<file path="src/rtl/ram_arb_pkg.sv">
// Shared definitions for the dual-port RAM arbiter: requester ids, read-tracking
// entry and default RAM geometry.
package ram_arb_pkg;
  localparam int MEM_WIDTH_DEF = 16;
  localparam int ADDR_SIZE_DEF = 10;

  localparam logic REQ_A = 1'b0;
  localparam logic REQ_B = 1'b1;

  typedef struct packed {
    logic valid;
    logic id;
  } rd_track_t;
endpackage

</file>
<file path="src/rtl/rr_pick2.sv">
// Two-way round-robin picker: grants every requester unless they conflict,
// in which case only the priority side wins.
module rr_pick2
  import ram_arb_pkg::*;
(
  input  logic [1:0] req,
  input  logic       conflict,
  input  logic       prio,
  output logic [1:0] gnt
);

  always_comb begin
    gnt = req;
    if (conflict) gnt = (prio == REQ_B) ? 2'b10 : 2'b01;
  end

endmodule

</file>
<file path="src/rtl/ram_port_arbiter.sv">
// Arbitrates requesters A and B onto one write port and one registered read port
// of a dual-port RAM, and routes read data back to the issuing side.
module ram_port_arbiter
  import ram_arb_pkg::*;
#(
  parameter int MEM_WIDTH = MEM_WIDTH_DEF,
  parameter int ADDR_SIZE = ADDR_SIZE_DEF
) (
  input  logic                 clk,
  input  logic                 rst_n,
  input  logic                 a_req,
  input  logic                 a_wr,
  input  logic [ADDR_SIZE-1:0] a_addr,
  input  logic [MEM_WIDTH-1:0] a_wdata,
  output logic                 a_gnt,
  output logic                 a_rvalid,
  output logic [MEM_WIDTH-1:0] a_rdata,
  input  logic                 b_req,
  input  logic                 b_wr,
  input  logic [ADDR_SIZE-1:0] b_addr,
  input  logic [MEM_WIDTH-1:0] b_wdata,
  output logic                 b_gnt,
  output logic                 b_rvalid,
  output logic [MEM_WIDTH-1:0] b_rdata,
  output logic                 ram_wr_en,
  output logic                 ram_rd_en,
  output logic                 ram_blk_select,
  output logic [ADDR_SIZE-1:0] ram_addr_wr,
  output logic [ADDR_SIZE-1:0] ram_addr_rd,
  output logic [MEM_WIDTH-1:0] ram_din,
  input  logic [MEM_WIDTH-1:0] ram_dout
);

  logic       prio;
  logic       conflict;
  logic [1:0] pick;
  logic       wr_a, wr_b, rd_a, rd_b;
  rd_track_t  trk0, trk1;

  // Same-type pairs always clash; a write/read pair clashes only on a shared address.
  assign conflict = a_req & b_req & ((a_wr == b_wr) | (a_addr == b_addr));

  rr_pick2 u_pick (
    .req      ({b_req, a_req}),
    .conflict (conflict),
    .prio     (prio),
    .gnt      (pick)
  );

  // Grants are suppressed while reset is held so nothing is accepted.
  assign a_gnt = pick[0] & rst_n;
  assign b_gnt = pick[1] & rst_n;

  assign wr_a = a_gnt & a_wr;
  assign wr_b = b_gnt & b_wr;
  assign rd_a = a_gnt & ~a_wr;
  assign rd_b = b_gnt & ~b_wr;

  always_ff @(posedge clk or negedge rst_n) begin
    if (!rst_n) begin
      prio        <= REQ_A;
      ram_wr_en   <= 1'b0;
      ram_rd_en   <= 1'b0;
      ram_addr_wr <= '0;
      ram_addr_rd <= '0;
      ram_din     <= '0;
      trk0        <= '0;
      trk1        <= '0;
    end else begin
      if (a_gnt && !b_gnt && b_req)      prio <= REQ_B;
      else if (b_gnt && !a_gnt && a_req) prio <= REQ_A;

      ram_wr_en <= wr_a | wr_b;
      if (wr_a) begin
        ram_addr_wr <= a_addr;
        ram_din     <= a_wdata;
      end else if (wr_b) begin
        ram_addr_wr <= b_addr;
        ram_din     <= b_wdata;
      end

      ram_rd_en <= rd_a | rd_b;
      if (rd_a)      ram_addr_rd <= a_addr;
      else if (rd_b) ram_addr_rd <= b_addr;

      // Stage 0 aligns with the RAM command, stage 1 with the RAM data.
      trk0.valid <= rd_a | rd_b;
      trk0.id    <= rd_b ? REQ_B : REQ_A;
      trk1       <= trk0;
    end
  end

  assign ram_blk_select = ram_wr_en | ram_rd_en;

  assign a_rvalid = trk1.valid & (trk1.id == REQ_A);
  assign b_rvalid = trk1.valid & (trk1.id == REQ_B);
  assign a_rdata  = ram_dout;
  assign b_rdata  = ram_dout;

endmodule

</file>
<file path="config.mk">
export PLATFORM = sky130hd
export DESIGN_NAME = ram_port_arbiter
export DESIGN_NICKNAME = d
export VERILOG_FILES = /design/src/rtl/ram_arb_pkg.sv /design/src/rtl/rr_pick2.sv /design/src/rtl/ram_port_arbiter.sv
export SDC_FILE = /design/constraint.sdc
export NUM_CORES = 1
export LEC_CHECK = 0
export CORE_UTILIZATION = 39
export CTS_CLUSTER_DIAMETER = 40
export DETAILED_ROUTE_END_ITERATION = 8
export PLACE_DENSITY = 0.81
export SYNTH_ARGS = -nofsm -noshare
export SYNTH_HDL_FRONTEND = slang
export SYNTH_SLANG_ARGS = --single-unit
</file>
<file path="constraint.sdc">
create_clock -name clk -period 2.4 [get_ports clk]
set_clock_uncertainty 0.2 [all_clocks]
set_input_delay 0.24 -clock clk [delete_from_list [all_inputs] [get_ports clk]]
set_output_delay 0.24 -clock clk [all_outputs]
set_load 0.03 [all_outputs]
</file>
==> metrics <==
worst max-slew margin expressed relative to the limit between 40 and 50%; portion of the post-synthesis area used by sequential elements 39.8%; number of distinct library cells after synthesis 33; CP Max Fanout 2; buffers plus inverters on the worst setup path 3; flop and latch count out of synthesis 42; Cell Count, Final, Fillers Out 465; clock tree from TritonCTS done; most crowded layer after global routing met2; via count of the first global-routing pass ~2700; routed wirelength normalized by instance count around 18 um; number of nets in the finished design between 400 and 500; standard cell core area roughly 6500 um^2; CTS max path bufs 2; insertion delay to the later sink of the worst-skew pair 290 ps; Tmin final between 2000 and 2500 ps; library cell with the largest summed area after synthesis sky130_fd_sc_hd__dfrtp_1; full die area between 7000 and 8000 um^2; layout overhead on the synthesized area 45.1%; number of cells traversed by the worst register-to-register path 4; Die W around 84 um; Slew Viols, Final 0; Top Family by Delay on Critical Path buffers and inverters; fraction of final layout cells with drive strength greater than 1 a little under a fifth; hold depth 0; final hold vios 0; CTS clock-pin slew for the worst setup and hold paths ~80 ps; Setup WS pre-CTS -228 ps; share of the synthesized area in the top cell type about 40%; M3 GR Usage 5.21%; crit-path max cell delay approximately 500 ps; smallest hold slack between 150 and 200 ps; Tightest Pin Transition approximately 840 ps; RSZ-0062 raised after global routing no; count of input and output buffers 100; combinational family with the most area after synthesis simple AND/OR/NAND/NOR gates; proportion of synthesized area in mux cells 0%; maximum ir drop on the vdd rail around 0.37 mV; synthesized instance count 290; Fill cells 591; count of inserted antenna diode cells 0; Mapped Nets roughly 360; number of setup violations in the final report 0; number of vias after detailed routing roughly 2700; most frequent cells in the layout sky130_fd_sc_hd__clkdlybuf4s50_1, sky130_fd_sc_hd__buf_4, sky130_fd_sc_hd__dfrtp_1, sky130_fd_sc_hd__nand3_1, sky130_fd_sc_hd__a31oi_1; initial antenna violation count 0; Post-Synth Simple-Gate Area 20.5%; Worst Path Arrival 1900 ps; MaxCap Viol Count 0; xor and xnor fraction of the mapped netlist area under 10%; Leak ~1.5 nW; post-synthesis instance area between 2000 and 3000 um^2; Hold Crit Class flop to flop; floorplan row count 29; maximum number of pins on one net before global-route repair 39; Final Wtd Congestion 0.908; type of element launching the critical path input pin; vertical die dimension about 84 um; root buffer selected by CTS sky130_fd_sc_hd__clkbuf_8; data required time at the worst endpoint 1960 ps; GR Layer Usage met1 a little under a third; chain of cells forming the critical path clkdlybuf4s50_1, xnor2_1, buf_4, nand4_4, o31ai_2, a21oi_1, dlygate4sd2_1; routed via count divided by cell count a little under 6; Total Routed Length 8.29 mm; M2 GR Usage roughly two fifths; remaining global-route overflow 0; clock buffer count from CTS 5; Setup crit end kind output port; DRC violation count after routing 11; first-iteration detailed-routing DRC count around 210; critical path depth 7; failing checks DRC; kind of critical path input pin to output port; aggregate global-route resource usage between 20% and 30%; placed insts roughly 460; Synth Area per Inst roughly 9.1 um^2; fraction of the mapped netlist area in adder cells 0%; Detail Route Antenna Nets 0; PwrDens ~750 nW/um^2; most frequent standard cell in the layout excluding fill and tap cells sky130_fd_sc_hd__clkdlybuf4s50_1; global-route wire length before repair between 10 and 15 mm; Yosys Warn Count 0; share of the synthesized area in compound gates (AO/OA/AOI/OAI) between 10% and 20%; post-route clock period utilization 97.4%; number of clock sinks between 40 and 50; top cells by area, synth sky130_fd_sc_hd__dfrtp_1, sky130_fd_sc_hd__buf_4, sky130_fd_sc_hd__a31oi_1, sky130_fd_sc_hd__nand3_1, sky130_fd_sc_hd__nor3_1; initial cell density of the core approximately 41%; DP Wirelength approximately 6 mm; final setup margin between 60 and 70 ps; number of levels in the clock H-tree 2; Max Freq between 400 and 500 MHz; io pins between 100 and 150; slowest CP cell sky130_fd_sc_hd__clkdlybuf4s50_1; Pre-antenna DRT Iters 9; status complete, but fails checks
metal layers:
layer | part of all wire [%] | up-vias | wire (um)
li1 | - | 1225 | -
met1 | 43 | 1286 | 3550
met2 | 45 | 158 | 3740
met3 | 9.0 | 24 | 747
met4 | 3.1 | 0 | 253
met5 | 0 | - | 0
logic make-up (layout without fill, tap and decap cells):
group	after synthesis	count (layout)
AO/OA/AOI/OAI	82	82
AND/OR/NAND/NOR	97	97
flip-flops	42	42
XOR/XNOR	12	12
buffers and inverters	57	155
synthesized netlist by cell type:
library cell,count
sky130_fd_sc_hd__o41a_2,1
sky130_fd_sc_hd__nand2b_4,1
sky130_fd_sc_hd__buf_2,7
sky130_fd_sc_hd__a31oi_1,37
sky130_fd_sc_hd__xnor2_1,6
sky130_fd_sc_hd__nor4_2,1
sky130_fd_sc_hd__and2_1,1
sky130_fd_sc_hd__nand3_1,38
sky130_fd_sc_hd__o21a_1,1
sky130_fd_sc_hd__and3_1,1
sky130_fd_sc_hd__nor2b_1,1
sky130_fd_sc_hd__nand2_1,5
sky130_fd_sc_hd__nor4_1,1
sky130_fd_sc_hd__and2b_2,1
sky130_fd_sc_hd__xor2_1,1
sky130_fd_sc_hd__nand4_1,2
sky130_fd_sc_hd__clkbuf_1,4
sky130_fd_sc_hd__xnor2_2,5
sky130_fd_sc_hd__nand4_4,2
sky130_fd_sc_hd__o21ai_0,13
sky130_fd_sc_hd__dfrtp_1,42
sky130_fd_sc_hd__buf_1,2
sky130_fd_sc_hd__buf_4,36
sky130_fd_sc_hd__o31ai_1,1
sky130_fd_sc_hd__o21ai_1,27
sky130_fd_sc_hd__nor2_1,3
sky130_fd_sc_hd__nor3_1,36
sky130_fd_sc_hd__buf_6,7
sky130_fd_sc_hd__dlygate4sd1_1,1
sky130_fd_sc_hd__a21oi_1,1
sky130_fd_sc_hd__o41ai_4,1
sky130_fd_sc_hd__or4_1,1
sky130_fd_sc_hd__or2_2,3
area by class of cell:
class / instances / area, um^2 / share of cell area [%]
clock buffer: 7 / 76.3 / 1.99
clock inverter: 1 / 30.0 / 0.783
multi-input combinational: 191 / 1200 / 31.2
sequential: 42 / 1050 / 27.4
tap: 77 / 96.3 / 2.51
timing repair buffer: 147 / 1390 / 36.1
state kept, by name (all words and copies together), names as in the netlist:
signal / flops
ram_din: 16
ram_addr_rd: 10
ram_addr_wr: 10
trk0: 2
trk1: 2
prio: 1
ram_wr_en: 1
per-stage QoR:
step	setup TNS (ps)	utilization, %	power (mW)	area [um^2]
after floorplan	0	-	1.79	2640
after global placement	-3570	57.4	2.30	3710
after detailed placement	-5900	57.4	2.33	3710
after CTS	0	59.2	2.89	3830
after global routing	0	59.4	3.01	3830
final	0	59.4	2.88	3830
worst register-to-register path, stage by stage, from the launching register on:
cell and delay (ps):
sky130_fd_sc_hd__dfrtp_1 440, sky130_fd_sc_hd__nand2b_4 200, sky130_fd_sc_hd__o21ai_1 670, sky130_fd_sc_hd__o21ai_0 180
sky130_fd_sc_hd__a31oi_1 190
report_power, final:
part	switching, mW	internal [mW]
Combinational	0.730	0.604
Sequential	0.114	0.881
Clock	0.244	0.312
worst paths after layout:
| check | end | slack [ps] | startpoint |
|---|---|---|---|
| min in group asynchronous | prio | 180 | rst_n |
| worst max-delay path | b_gnt | 60 | a_addr[9] |
| worst min-delay path | trk1[0] | 150 | trk0[0] |
| worst max register to register | ram_addr_rd[9] | 450 | prio |
| worst min register to register | trk1[0] | 150 | trk0[0] |
| max in group asynchronous | ram_addr_rd[5] | 1070 | rst_n |
repair_timing:
action / 4_1_cts / 5_1_grt
resized for setup: 2 / 1
hold buffers: 1 / 0
setup buffers: 0 / 0
endpoints found under the setup margin: 1 / 7
hold endpoints to repair: 4 / 0
Note: power is estimated with default switching activity, not from simulation.
